===== config.mk =====
export PLATFORM = sky130hd
export DESIGN_NAME = us_piezo_frontend
export DESIGN_NICKNAME = d
export VERILOG_FILES = /design/src/rtl/us_ptp_pkg.sv /design/src/rtl/piezo_in_sync.sv /design/src/rtl/us_piezo_frontend.sv
export SDC_FILE = /design/constraint.sdc
export NUM_CORES = 1
export LEC_CHECK = 0
export BUFFER_PORTS_ARGS = -buffer_cell sky130_fd_sc_hd__buf_2
export CAP_MARGIN = 40
export CORE_MARGIN = 8
export CORE_UTILIZATION = 64
export DETAILED_ROUTE_END_ITERATION = 8
export HOLD_SLACK_MARGIN = 0.08
export PLACE_DENSITY_LB_ADDON = 0.25
export SLEW_MARGIN = 20
export SYNTH_ARGS = -nofsm -noshare
export SYNTH_HDL_FRONTEND = slang
export SYNTH_SLANG_ARGS = --single-unit
export TNS_END_PERCENT = 10

===== constraint.sdc =====
create_clock -name clock -period 12.39 [get_ports clock]
set_clock_uncertainty 0.15 [all_clocks]
set_input_delay 1.239 -clock clock [delete_from_list [all_inputs] [get_ports clock]]
set_output_delay 1.239 -clock clock [all_outputs]
set_load 0.02 [all_outputs]

===== src/rtl/us_ptp_pkg.sv =====
// Shared definitions for the ptp_sync / us_piezo_frontend pair: FSM encoding,
// time-base width and the default carrier and timing constants.
package us_ptp_pkg;

   typedef enum logic [1:0] {
      IDLE   = 2'd0,
      TX     = 2'd1,
      BLANK  = 2'd2,
      LISTEN = 2'd3
   } us_state_t;

   localparam int TIME_W = 32;

   // 50 MHz system clock, 40 kHz carrier.
   localparam int DEF_HALF_PERIOD  = 625;
   localparam int DEF_BURST_CYCLES = 8;
   localparam int DEF_BLANK_CYCLES = 50000;
   localparam int DEF_RX_WINDOW    = 2500000;
   localparam int DEF_EDGE_COUNT   = 3;
   localparam int DEF_EDGE_GAP_MAX = 1500;
   localparam int DEF_SYNC_STAGES  = 2;

endpackage


===== src/rtl/piezo_in_sync.sv =====
// Synchronizes the asynchronous comparator output and produces a registered
// one-cycle pulse on each rising edge, SYNC_STAGES+1 cycles after the pin edge.
module piezo_in_sync #(
   parameter int SYNC_STAGES = 2
)(
   input  logic clock,
   input  logic reset,
   input  logic async_in,
   output logic rise_pulse
);

   // Top bit of the chain holds the previous synchronized level for the compare.
   logic [SYNC_STAGES:0] r_chain;
   logic                 r_rise;

   always_ff @(posedge clock or posedge reset) begin
      if (reset) begin
         r_chain <= '0;
         r_rise  <= 1'b0;
      end else begin
         r_chain <= {r_chain[SYNC_STAGES-1:0], async_in};
         r_rise  <= r_chain[SYNC_STAGES-1] & ~r_chain[SYNC_STAGES];
      end
   end

   assign rise_pulse = r_rise;

endmodule


===== src/rtl/us_piezo_frontend.sv =====
// Ultrasonic burst launcher and echo timestamper below ptp_sync.
// Define US_TOF_OUT_EN to add the registered time-of-flight output tof.
module us_piezo_frontend
   import us_ptp_pkg::*;
#(
   parameter int HALF_PERIOD  = DEF_HALF_PERIOD,
   parameter int BURST_CYCLES = DEF_BURST_CYCLES,
   parameter int BLANK_CYCLES = DEF_BLANK_CYCLES,
   parameter int RX_WINDOW    = DEF_RX_WINDOW,
   parameter int EDGE_COUNT   = DEF_EDGE_COUNT,
   parameter int EDGE_GAP_MAX = DEF_EDGE_GAP_MAX,
   parameter int SYNC_STAGES  = DEF_SYNC_STAGES
)(
   input  logic              clock,
   input  logic              reset,
   input  logic [TIME_W-1:0] time_cnt,
   input  logic              tx_trigger,
   input  logic              piezo_in,
   output logic              piezo_out,
   output logic              busy,
   output logic [TIME_W-1:0] tx_time,
   output logic [TIME_W-1:0] rx_time,
   output logic              rx_valid,
`ifdef US_TOF_OUT_EN
   output logic              rx_timeout,
   output logic [TIME_W-1:0] tof
`else
   output logic              rx_timeout
`endif
);

   localparam int HP_W  = $clog2(HALF_PERIOD) + 1;
   localparam int HN_W  = $clog2(2 * BURST_CYCLES) + 1;
   localparam int BL_W  = $clog2(BLANK_CYCLES) + 1;
   localparam int WIN_W = $clog2(RX_WINDOW) + 1;
   localparam int EC_W  = $clog2(EDGE_COUNT) + 1;
   localparam int GAP_W = $clog2(EDGE_GAP_MAX) + 1;

   localparam logic [HP_W-1:0]   HP_LAST  = HP_W'(HALF_PERIOD - 1);
   localparam logic [HN_W-1:0]   HN_LAST  = HN_W'(2 * BURST_CYCLES - 1);
   localparam logic [BL_W-1:0]   BL_LAST  = BL_W'(BLANK_CYCLES - 1);
   localparam logic [WIN_W-1:0]  WIN_LAST = WIN_W'(RX_WINDOW - 1);
   localparam logic [EC_W-1:0]   EC_LAST  = EC_W'(EDGE_COUNT - 1);
   localparam logic [GAP_W-1:0]  GAP_MAX  = GAP_W'(EDGE_GAP_MAX);
   localparam logic [TIME_W-1:0] LAT      = TIME_W'(SYNC_STAGES + 1);

   us_state_t         r_state;
   logic              r_piezo;
   logic              r_busy;
   logic              r_rx_valid;
   logic              r_rx_timeout;
   logic [TIME_W-1:0] r_tx_time;
   logic [TIME_W-1:0] r_rx_time;
   logic [TIME_W-1:0] r_first;
   logic [HP_W-1:0]   r_half_cnt;
   logic [HN_W-1:0]   r_half_num;
   logic [BL_W-1:0]   r_blank_cnt;
   logic [WIN_W-1:0]  r_win_cnt;
   logic [EC_W-1:0]   r_edge_cnt;
   logic [GAP_W-1:0]  r_gap_cnt;
`ifdef US_TOF_OUT_EN
   logic [TIME_W-1:0] r_tof;
`endif

   logic              w_rise;
   logic              w_detect;
   logic [TIME_W-1:0] w_stamp;
   logic [TIME_W-1:0] w_rx_comp;

   piezo_in_sync #(.SYNC_STAGES(SYNC_STAGES)) u_sync (
      .clock      (clock),
      .reset      (reset),
      .async_in   (piezo_in),
      .rise_pulse (w_rise)
   );

   // With EDGE_COUNT == 1 the detecting edge is also the first edge.
   assign w_stamp   = (r_edge_cnt == '0) ? time_cnt : r_first;
   assign w_rx_comp = w_stamp - LAT;
   assign w_detect  = (r_state == LISTEN) && w_rise && (r_edge_cnt == EC_LAST);

   always_ff @(posedge clock or posedge reset) begin
      if (reset) begin
         r_state      <= IDLE;
         r_piezo      <= 1'b0;
         r_busy       <= 1'b0;
         r_rx_valid   <= 1'b0;
         r_rx_timeout <= 1'b0;
         r_tx_time    <= '0;
         r_rx_time    <= '0;
         r_first      <= '0;
         r_half_cnt   <= '0;
         r_half_num   <= '0;
         r_blank_cnt  <= '0;
         r_win_cnt    <= '0;
         r_edge_cnt   <= '0;
         r_gap_cnt    <= '0;
`ifdef US_TOF_OUT_EN
         r_tof        <= '0;
`endif
      end else begin
         r_rx_valid   <= 1'b0;
         r_rx_timeout <= 1'b0;
         case (r_state)
            IDLE: begin
               if (tx_trigger) begin
                  r_state    <= TX;
                  r_busy     <= 1'b1;
                  r_tx_time  <= time_cnt;
                  r_piezo    <= 1'b1;
                  r_half_cnt <= '0;
                  r_half_num <= '0;
               end
            end
            TX: begin
               if (r_half_cnt == HP_LAST) begin
                  r_half_cnt <= '0;
                  if (r_half_num == HN_LAST) begin
                     r_state     <= BLANK;
                     r_piezo     <= 1'b0;
                     r_blank_cnt <= '0;
                  end else begin
                     r_half_num <= r_half_num + HN_W'(1);
                     r_piezo    <= ~r_piezo;
                  end
               end else begin
                  r_half_cnt <= r_half_cnt + HP_W'(1);
               end
            end
            BLANK: begin
               r_edge_cnt <= '0;
               if (r_blank_cnt == BL_LAST) begin
                  r_state   <= LISTEN;
                  r_win_cnt <= '0;
                  r_gap_cnt <= '0;
               end else begin
                  r_blank_cnt <= r_blank_cnt + BL_W'(1);
               end
            end
            LISTEN: begin
               r_win_cnt <= r_win_cnt + WIN_W'(1);
               if (w_detect) begin
                  r_rx_time  <= w_rx_comp;
                  r_rx_valid <= 1'b1;
`ifdef US_TOF_OUT_EN
                  r_tof      <= w_rx_comp - r_tx_time;
`endif
                  r_state    <= IDLE;
                  r_busy     <= 1'b0;
                  r_edge_cnt <= '0;
               end else begin
                  if (w_rise) begin
                     if (r_edge_cnt == '0) r_first <= time_cnt;
                     r_edge_cnt <= r_edge_cnt + EC_W'(1);
                     r_gap_cnt  <= GAP_W'(1);
                  end else if (r_edge_cnt != '0) begin
                     // Next cycle would put the following edge beyond EDGE_GAP_MAX.
                     if (r_gap_cnt == GAP_MAX) r_edge_cnt <= '0;
                     else r_gap_cnt <= r_gap_cnt + GAP_W'(1);
                  end
                  if (r_win_cnt == WIN_LAST) begin
                     r_rx_timeout <= 1'b1;
                     r_state      <= IDLE;
                     r_busy       <= 1'b0;
                     r_edge_cnt   <= '0;
                  end
               end
            end
            default: begin
               r_state <= IDLE;
               r_busy  <= 1'b0;
               r_piezo <= 1'b0;
            end
         endcase
      end
   end

   assign piezo_out  = r_piezo;
   assign busy       = r_busy;
   assign tx_time    = r_tx_time;
   assign rx_time    = r_rx_time;
   assign rx_valid   = r_rx_valid;
   assign rx_timeout = r_rx_timeout;
`ifdef US_TOF_OUT_EN
   assign tof        = r_tof;
`endif

endmodule


# --- Yosys cells after proc, flatten, opt, wreduce, memory -nomap -nowiden ---
# Index checks and enable logic that the tools add are counted.
classes:
  n_addsub: 7
  n_bitwise: 4
  reduce_logical: 21
  eq_ne: 21
  muxes: 45
op_table:
  columns: ["cell", "count"]
  rows:
  - ["$mux W12", 5]
  - ["$mux W17", 3]
  - ["$pmux W23 S2", 1]
  - ["$pmux W17 S2", 1]
  - ["$mux W32", 1]
  - ["$sub A32 B2 Y32 const B", 1]
  - ["$pmux W12 S2", 1]
  - ["$add A23 B1 Y23 const B", 1]
  - ["$eq A23 B22 Y1 const B", 1]
  - ["$mux W23", 1]
  - ["$mux W11", 2]
  - ["$pmux W11 S2", 1]
  - ["$add A17 B1 Y17 const B", 1]
  - ["$eq A17 B16 Y1 const B", 1]
  - ["$mux W3", 5]
  - ["$mux W5", 3]
  - ["$ne A2 B2 Y1 const B", 7]
  - ["$add A12 B1 Y12 const B", 1]
  - ["$eq A12 B11 Y1 const B", 1]
  - ["$mux W2", 6]
  - ["$reduce_and A3 Y1", 4]
  - ["$add A11 B1 Y11 const B", 1]
  - ["$eq A11 B10 Y1 const B", 1]
  - ["$mux W1", 10]
  - ["23 further kinds", 38]
totals:
  in_bits: 36
  reg_bits: 177
  word_cells: 114
  out_inout_bits: 68

# --- Depth between registers and ports, before layout ---
# Gate-level depths: netlist of run 1.
depth:
  depth_word: 7
  depth_mapped: 16
  mapped_depth_nobuf: 12

# --- Cells and area by module ---
# Synthesis of run 1 repeated with hierarchy kept, for this count alone.
hier_totals:
  cells_unflattened: 920
  hier_area_um2: 9097.5
modules_own_cells:
  columns: ["module", "seq_area_each_um2", "cells_per_inst", "instances", "area_per_inst_um2"]
  rows:
  - ["us_piezo_frontend", 4329.2, 914, 1, 8979.9]
  - ["piezo_in_sync", 100.1, 6, 1, 117.6]

# --- Worst setup path after synthesis of run 1 ---
# Ideal clock, no wire load.
synth_path:
  path_type: "register -> register"
  start: "register r_edge_cnt[0]"
  end: "register r_rx_time[28] (netlist: rx_time[28])"
  path_slack_ps: 9003
  synth_period_minus_slack_ps: 3387
  required_time_ps: 12145
  t_arrival_ps: 3141
  path_stages_with_launch: 17
  path_buffers: 4
  setup_time_ps: 95
  cell_sequence: "dfrtp_1 > inv_1 > ha_1 > nor2b_1 > buf_2 > buf_2 > buf_2 > buf_2 > nand2_1 > nand2_1 > ha_1 > nor2_1 > mux2i_1 > nor4_2 > nand4_1 > o21a_1 > o31ai_1"
synth_between:
  elab_chain_len: 3
  word_cells_on_any_way: 6
  classes_between: "add/sub (1); eq/ne (1); mux (1); reduce/logical (3)"
synth_lines:
  columns: ["item", "line", "source"]
  rows:
  - ["from (decl)", "us_piezo_frontend.sv:59", "logic [EC_W-1:0] r_edge_cnt;"]
  - ["from (signal assigned)", "us_piezo_frontend.sv:154", "r_edge_cnt <= r_edge_cnt + EC_W'(1);"]
  - ["$logic_not A3 Y1", "us_piezo_frontend.sv:78", "assign w_stamp = (r_edge_cnt == '0) ? time_cnt : r_first;"]
  - ["$mux W32", null, null]
  - ["named net w_stamp[0]", "us_piezo_frontend.sv:67", "logic [TIME_W-1:0] w_stamp;"]
  - ["$sub A32 B2 Y32", "us_piezo_frontend.sv:79", "assign w_rx_comp = w_stamp - LAT;"]
  - ["to (signal assigned)", "us_piezo_frontend.sv:143", "r_rx_time <= w_rx_comp;"]
  - ["to (decl)", "us_piezo_frontend.sv:53", "logic [TIME_W-1:0] r_rx_time;"]
# The timed path passes the listed nets, and every way through them passes these cells.
# A chain may end at the register's enable or synchronous reset.

# --- Worst setup path in the final report of run 1 ---
layout_path:
  start: "register r_edge_cnt[0]"
  end: "register r_rx_time[29] (netlist: rx_time[29])"
layout_between:
  elab_chain_len: 3
  word_cells_on_any_way: 6
  classes_between: "add/sub (1); eq/ne (1); mux (1); reduce/logical (3)"
layout_lines:
  columns: ["item", "line"]
  rows:
  - ["$logic_not A3 Y1 or $eq A3 B2 Y1 (tied branches)", "us_piezo_frontend.sv:78, us_piezo_frontend.sv:80"]
  - ["$mux W32 or $logic_and A1 B1 Y1 (tied branches)", null]
  - ["$sub A32 B2 Y32 or $reduce_and A2 Y1 (tied branches)", null]
# Parallel ways exist; a longest one is shown, timed or not.

==> results of run 1 <==
[critical path, delay by kind of cell (launching register included)]
| family | cells | cell delay (ns) |
|---|---|---|
| AO/OA/AOI/OAI | 3 | 1.13 |
| adder cells (fa/ha/maj) | 1 | 0.21 |
| buffers and inverters | 2 | 0.56 |
| flip-flops | 1 | 0.38 |
| multiplexers | 1 | 0.39 |
| AND/OR/NAND/NOR | 2 | 0.64 |
[cell families (layout without fill, tap and decap cells)]
group | count (synthesis) | count (layout) | synth area share
fa+ha+maj | 16 | 16 | 0.0217
compound gates | 154 | 154 | 0.107
flops | 177 | 177 | 0.481
mux | 106 | 106 | 0.125
simple gates | 365 | 365 | 0.195
buf+inv | 56 | 171 | 0.0258
xor+xnor | 47 | 47 | 0.0447
[worst paths after layout]
kind                                        start           endpoint  depth (start not counted)
max in group asynchronous                   reset      r_win_cnt[20]                          5
worst max-delay path                r_edge_cnt[0]        rx_time[29]                          9
worst min-delay path            u_sync.r_chain[0]  u_sync.r_chain[1]                          0
worst max register to register      r_edge_cnt[0]        rx_time[29]                          9
worst min register to register  u_sync.r_chain[0]  u_sync.r_chain[1]                          0
min in group asynchronous                   reset     r_blank_cnt[8]                          2
[power by group]
part / internal (uW) / switching (uW) / total [uW] / leakage, uW
Clock: 288 / 255 / 543 / 0.000289
Sequential: 578 / 0.615 / 579 / 0.00223
Combinational: 14.7 / 30.3 / 45.1 / 0.00243
[area by class of cell]
class,count,area share
clock buffer,17,0.0402
sequential,177,0.419
multi-input combinational,688,0.431
clock inverter,15,0.0155
inverter,22,0.00828
timing repair buffer,117,0.0646
tap,184,0.0218
[synthesized netlist by cell type (6+ instances only)]
| cell | instances |
|---|---|
| a21oi_1 | 27 |
| a22o_1 | 11 |
| a31oi_1 | 9 |
| and3_1 | 13 |
| buf_2 | 7 |
| clkbuf_1 | 19 |
| dfrtp_1 | 177 |
| ha_1 | 16 |
| inv_1 | 21 |
| mux2_2 | 60 |
| mux2i_1 | 44 |
| nand2_1 | 106 |
| nand2b_1 | 6 |
| nand3_1 | 36 |
| nand4_1 | 18 |
| nor2_1 | 87 |
| nor3_1 | 30 |
| nor4_1 | 8 |
| o21a_1 | 7 |
| o21ai_0 | 67 |
| o31ai_1 | 10 |
| or3_1 | 29 |
| xnor2_1 | 28 |
| xor2_1 | 19 |
[state kept, by name, summed over array words and instances, names as in the netlist, 2 cells and up]
| name | flops |
|---|---|
| r_blank_cnt | 17 |
| r_edge_cnt | 3 |
| r_first | 32 |
| r_gap_cnt | 12 |
| r_half_cnt | 11 |
| r_half_num | 5 |
| r_state | 2 |
| r_win_cnt | 23 |
| rx_time | 32 |
| tx_time | 32 |
| u_sync.r_chain | 3 |
[metal layers]
layer	up-vias	track usage
met1	3680	0.339
met4	0	0.0799
met2	229	0.385
met5	-	0
li1	3501	-
met3	33	0.0514
[per-stage QoR]
step	hold slack, ns	cells	cell area, um2	util	setup slack (ns)
6_report	0.213	1220	10600	0.739	8.84
5_1_grt	0.215	1220	10600	0.739	8.62
4_1_cts	0.208	1219	10500	0.737	8.76
3_5_place_dp	0.187	1187	9960	0.696	8.80
3_3_place_gp	0.186	1182	9880	0.690	8.96
2_1_floorplan	0.181	921	9210	-	6.20
==> metrics.md, run 1 <==
| Metric | Value |
|---|---|
| Status | completed |
| CTS clock-pin slew for the worst setup and hold paths | 0.07 ns |
| WL met3 | 1310 um |
| Final Power | 1170 uW |
| Pwr/cell area | 110 nW/um2 |
| Worst-Skew Late Latency | between 0.4 and 0.5 ns |
| Post-DP HPWL | 15300 um |
| RSZ-0062 raised after global routing | false |
| Area of the die | 18500 um2 |
| Yosys warns | 0 |
| Root Buffer | clkbuf_16 |
| Gp weighted congestion | 0.889 |
| Met2 wire len | 10800 um |
| Register area | between 4000 and 5000 um2 |
| Final Max Slew Viols | 0 |
| Synthesized net count | 973 |
| VDD IR-drop max | 0.103 mV |
| Number of routed nets with antenna violations | 0 |
| Area growth, synth to finish | 14.8% |
| Most common library cell in the layout ignoring fill and taps | dfrtp_1 |
| Critical Setup Path Class | reg2reg |
| Die Span X | 136 um |
| Ys flop type | dfrtp_1 |
| Final setup violation count | 0 |
| Htree depth | 4 |
| Crit. End Element | register |
| Avg Cell Area, Syn | about 10 um2 |
| Flop2flop setup slack | 8.84 ns |
| Mapped Area | 9210 um2 |
| Post-synth EDFFs | 0 |
| Max Cap Viol | 0 |
| Global-route wire length before repair | approximately 37000 um |
| Filler Cells Inserted | 1050 |
| HP Class | reg2reg |
| Slowest-stage cell, CP | a2111oi_1 |
| Vias in the first global route | just over 7000 |
| Seq/Total Area, Yosys | 0.481 |
| Final #Nets | 1075 |
| Crit path time final | between 3 and 4 ns |
| Syn Inst Count | a little over 900 |
| CTS Sinks | 177 |
| Synth cell types | 60 |
| # hold bufs at CTS | 0 |
| Critical Path Start Type | register |
| DR top layer | met4 |
| Fin. Hold Viols | 0 |
| Slowest stage delay, CP | 0.66 ns |
| Post-route clock period utilization | 0.286 |
| Yosys top cell by area | dfrtp_1 |
| Initial Utilization | 0.643 |
| Core Region | 14300 um2 |
| Register bit total from synthesis | 177 |
| Crit path cell chain | inv_1 > ha_1 > nor2b_4 > buf_4 > mux2_2 > a2111oi_1 > nand4_1 > o21a_1 > o31ai_1 |
| Async S/R FF share, synth | 1.00 |
| Boundary Pins | 104 |
| Total Wirelength | between 20000 and 25000 um |
| Largest cells by area after synthesis | dfrtp_1, mux2_2, mux2i_1 |
| # Post-CTS Setup Buffers | 0 |
| Ant diodes | 0 |
| Total track usage | 0.247 |
| CTS tree | yes |
| Fmax | between 200 and 300 MHz |
| Die Height | between 100 and 150 um |
| Max-slew headroom | 0.432 |
| GR Overflow Total | 0 |
| Pre-antenna DRT Iters | 6 |
| Total number of vias | 7443 |
| Iter 0 DRT Violations | between 500 and 600 |
| Post_cts resized | 0 |
| Worst-margin pin slew | 0.848 ns |
| Maximum fanout along the worst path | 31 |
| Num rows | 44 |
| Most frequent cells in the layout | dfrtp_1, nand2_1, buf_2, nor2_1, o21ai_0 |
| TritonCTS Buffers | 17 |
| IO Port Bufs | 103 |
| Fraction of layout cells with a size suffix above 1 | 0.216 |
| DR WL/cell | 18.3 um |
| DRC | 0 |
| M1 WL | 9840 um |
| Largest net degree at the start of global routing | between 60 and 70 |
| Antenna violations before repair | 0 |
| Multi-input logic area | ~4600 um2 |
| Crit path DAT | 3.75 ns |
| Max Buffers Root-to-Sink | 2 |
| Crit path required time | 12.59 ns |
| Fin Setup TNS | 0 ns |
| Synth top area share | 0.481 |
| Vias per cell | 6.10 |
| Pleak | 0.00496 uW |
Power figures use the tool's default switching activity.
==> inputs of run 2 (changes only) <==
--- a/config.mk
+++ b/config.mk
@@ -8,7 +8,7 @@
 export BUFFER_PORTS_ARGS = -buffer_cell sky130_fd_sc_hd__buf_2
 export CAP_MARGIN = 40
 export CORE_MARGIN = 8
-export CORE_UTILIZATION = 64
+export CORE_UTILIZATION = 59
 export DETAILED_ROUTE_END_ITERATION = 8
 export HOLD_SLACK_MARGIN = 0.08
 export PLACE_DENSITY_LB_ADDON = 0.25
==> constraint.sdc (replaced) <==
create_clock -name clock -period 3.5 [get_ports clock]
set_clock_uncertainty 0.15 [all_clocks]
set_input_delay 0.35 -clock clock [delete_from_list [all_inputs] [get_ports clock]]
set_output_delay 0.35 -clock clock [all_outputs]
set_load 0.02 [all_outputs]
==> run 2 against run 1 <==
  * Via count up 1.6%
  * Count of clock-buffer cells in the layout up 3
  * Non-clock buffer count grew 39
  * Critical path type unchanged
  * Critical endpoint is now rx_time[26]
  * Largest cell class unchanged
  * Largest power group unchanged
==> metrics.md, run 2 (synthesis gave the netlist of run 1 again) <==
| Metric | Value |
|---|---|
| Fraction of layout cells with a size suffix above 1 | 0.214 (was 0.216) |
| Final setup violation count | 0 (unchanged) |
| Die Height | 141 um (was 136 um) |
| Die Span X | 141 um (was 136 um) |
| R2R cell count | 12 (was 9) |
| Status | completed (unchanged) |
| Crit path time final | 3.26 ns (was 3.55 ns) |
| Total number of vias | 7560 (was 7443) |
| Fin Setup TNS | 0 ns (unchanged) |
| DR WL/cell | 17.1 um (was 18.3 um) |
| Core Region | 15300 um2 (was 14300 um2) |
| GR Overflow Total | 0 (unchanged) |
| Final Max Slew Viols | 0 (unchanged) |
| Global-route wire length before repair | 36900 um (was 36700 um) |
| Critical Path Start Type | register (unchanged) |
| Crit path capture | rx_time[26] (was rx_time[29]) |
| Vias in the first global route | 7385 (was 7217) |
| Largest net degree at the start of global routing | 83 (was 65) |
| Num rows | 45 (was 44) |
| CTS Sinks | 177 (unchanged) |
| Vias per cell | 5.89 (was 6.10) |
| Area of placed instances | 10000 um2 (was 9960 um2) |
| Flop2flop setup slack | 0.24 ns (was 8.84 ns) |
| Max Buffers Root-to-Sink | 2 (unchanged) |
| Pre-antenna DRT Iters | 5 (was 6) |
| Initial Utilization | 0.604 (was 0.643) |
| CTS tree | yes (unchanged) |
| Worst-Skew Late Latency | 0.43 ns (was 0.44 ns) |
| Post-DP HPWL | 15200 um (was 15300 um) |
| Max Cap Viol | 0 (unchanged) |
| Boundary Pins | 104 (unchanged) |
| Pwr/cell area | 385 nW/um2 (was 110 nW/um2) |
| DRC | 0 (unchanged) |
| Final Power | 4220 uW (was 1170 uW) |
| IO Port Bufs | 103 (unchanged) |
| Maximum fanout along the worst path | 13 (was 31) |
| Htree depth | 4 (unchanged) |
| Iter 0 DRT Violations | 724 (was 550) |
| Area of the die | 19900 um2 (was 18500 um2) |
| RSZ-0062 raised after global routing | true (was false) |
| Critical Setup Path Class | reg2reg (unchanged) |
| Most common library cell in the layout ignoring fill and taps | dfrtp_1 (unchanged) |
| Ant diodes | 0 (unchanged) |
| Finished Cell Area | 11000 um2 (was 10600 um2) |
| Final #Nets | 1114 (was 1075) |
| Most frequent cells in the layout | dfrtp_1, nand2_1, buf_2, nor2_1, o21ai_0 (unchanged) |
| Number of routed nets with antenna violations | 0 (unchanged) |
| Total Wirelength | 21900 um (was 22300 um) |
| Crit. End Element | register (unchanged) |
| Fmax | 307 MHz (was 282 MHz) |
| Filler Cells Inserted | 1064 (was 1050) |
| Worst r2r src | r_edge_cnt[0] (unchanged) |
| Critical R2R Capture | rx_time[26] (was rx_time[29]) |
| Multi-input logic area | 4560 um2 (was 4550 um2) |
| Total track usage | 0.229 (was 0.247) |
| Antenna violations before repair | 0 (unchanged) |
| Fin. Hold Viols | 0 (unchanged) |
| Gp weighted congestion | 0.867 (was 0.889) |
| CTS clock-pin slew for the worst setup and hold paths | 0.06 ns (was 0.07 ns) |
| VDD IR-drop max | 0.337 mV (was 0.103 mV) |
| Post-route clock period utilization | 0.931 (was 0.286) |
| HP Class | in2reg (was reg2reg) |
| Final hold slack | 0.0887 ns (was 0.213 ns) |
| Pleak | 0.00512 uW (was 0.00496 uW) |
| Root Buffer | clkbuf_16 (unchanged) |
| Area growth, synth to finish | 19.2% (was 14.8%) |
| TritonCTS Buffers | 17 (unchanged) |
| Crit path required time | 3.68 ns (was 12.59 ns) |
| Max-slew headroom | 0.459 (was 0.432) |
| Worst-margin pin slew | 0.796 ns (was 0.848 ns) |
| Register area | 4430 um2 (unchanged) |
| Crit path DAT | 3.44 ns (was 3.75 ns) |
| Crit. Startpoint | r_edge_cnt[0] (unchanged) |
==> run 2: changes by cell type in the layout (fill, tap and decap cells not counted), moves of 2 or more <==
cell	before	now
dlygate4sd3_1	0	31
buf_4	8	18
inv_6	7	0
inv_8	5	0
buf_12	0	3
buf_16	3	0
bufinv_16	1	4
clkinv_2	0	3
buf_2	105	103
clkbuf_1	0	2
==> run 2: per-stage QoR <==
step            util  instances  setup WS, ns
5_1_grt        0.719       1284       -0.0447
6_report       0.719       1284         0.243
4_1_cts        0.719       1283         0.174
3_5_place_dp   0.658       1222         0.244
3_3_place_gp   0.657       1221         0.304
2_1_floorplan      -        921         0.113
==> run 2: metal layers <==
| layer | up-vias | wire length (um) | track usage |
|---|---|---|---|
| li1 | 3569 | - | - |
| met1 | 3724 | 10000 | 0.305 |
| met2 | 233 | 10100 | 0.355 |
| met3 | 34 | 1440 | 0.0594 |
| met4 | 0 | 386 | 0.0803 |
| met5 | - | 0 | 0 |
==> run 2: cell type report <==
| class | instances | share of cell area |
|---|---|---|
| Inverter | 22 | 0.00787 |
| Timing Repair Buffer | 156 | 0.0935 |
| Tap cell | 211 | 0.0241 |
| Multi-Input combinational cell | 688 | 0.416 |
| Clock buffer | 20 | 0.0407 |
| Clock inverter | 10 | 0.0147 |
| Sequential cell | 177 | 0.404 |
==> run 2: how the worst min path moves through the flow <==
stage	cells past startpoint	startpoint	slack, ns	end
after detailed placement	0	u_sync.r_chain[0]	0.19	u_sync.r_chain[1]
final	2	time_cnt[14]	0.09	tx_time[14]
after global routing	2	time_cnt[14]	0.09	r_first[14]
after global placement	0	u_sync.r_chain[0]	0.19	u_sync.r_chain[1]
after floorplan	0	u_sync.r_chain[0]	0.18	u_sync.r_chain[1]
after CTS	2	time_cnt[14]	0.08	r_first[14]
==> run 2: what timing repair did <==
action | 4_1_cts | 5_1_grt
endpoints found under the hold margin | 75 | 0
hold buffers | 31 | 0
setup buffers | 0 | 0
setup endpoints to repair | 0 | 3
gates resized for setup | 0 | 1
==> run 2: worst max-delay path: stages (launching register included) <==
cell,delay [ns]
dfrtp_1,0.39
inv_1,0.12
ha_1,0.21
nand2b_2,0.24
nand2_1,0.14
nand2_1,0.09
ha_1,0.23
nor2_1,0.11
mux2i_1,0.18
nor3_2,0.46
nand3_1,0.35
o21a_1,0.28
o31ai_1,0.20
==> run 2: where the power goes <==
group | internal, uW | total, uW | leakage (uW) | switching (uW)
combinational | 75.3 | 188 | 0.00259 | 112
clock | 1200 | 1980 | 0.000300 | 779
sequential | 2050 | 2050 | 0.00223 | 1.93
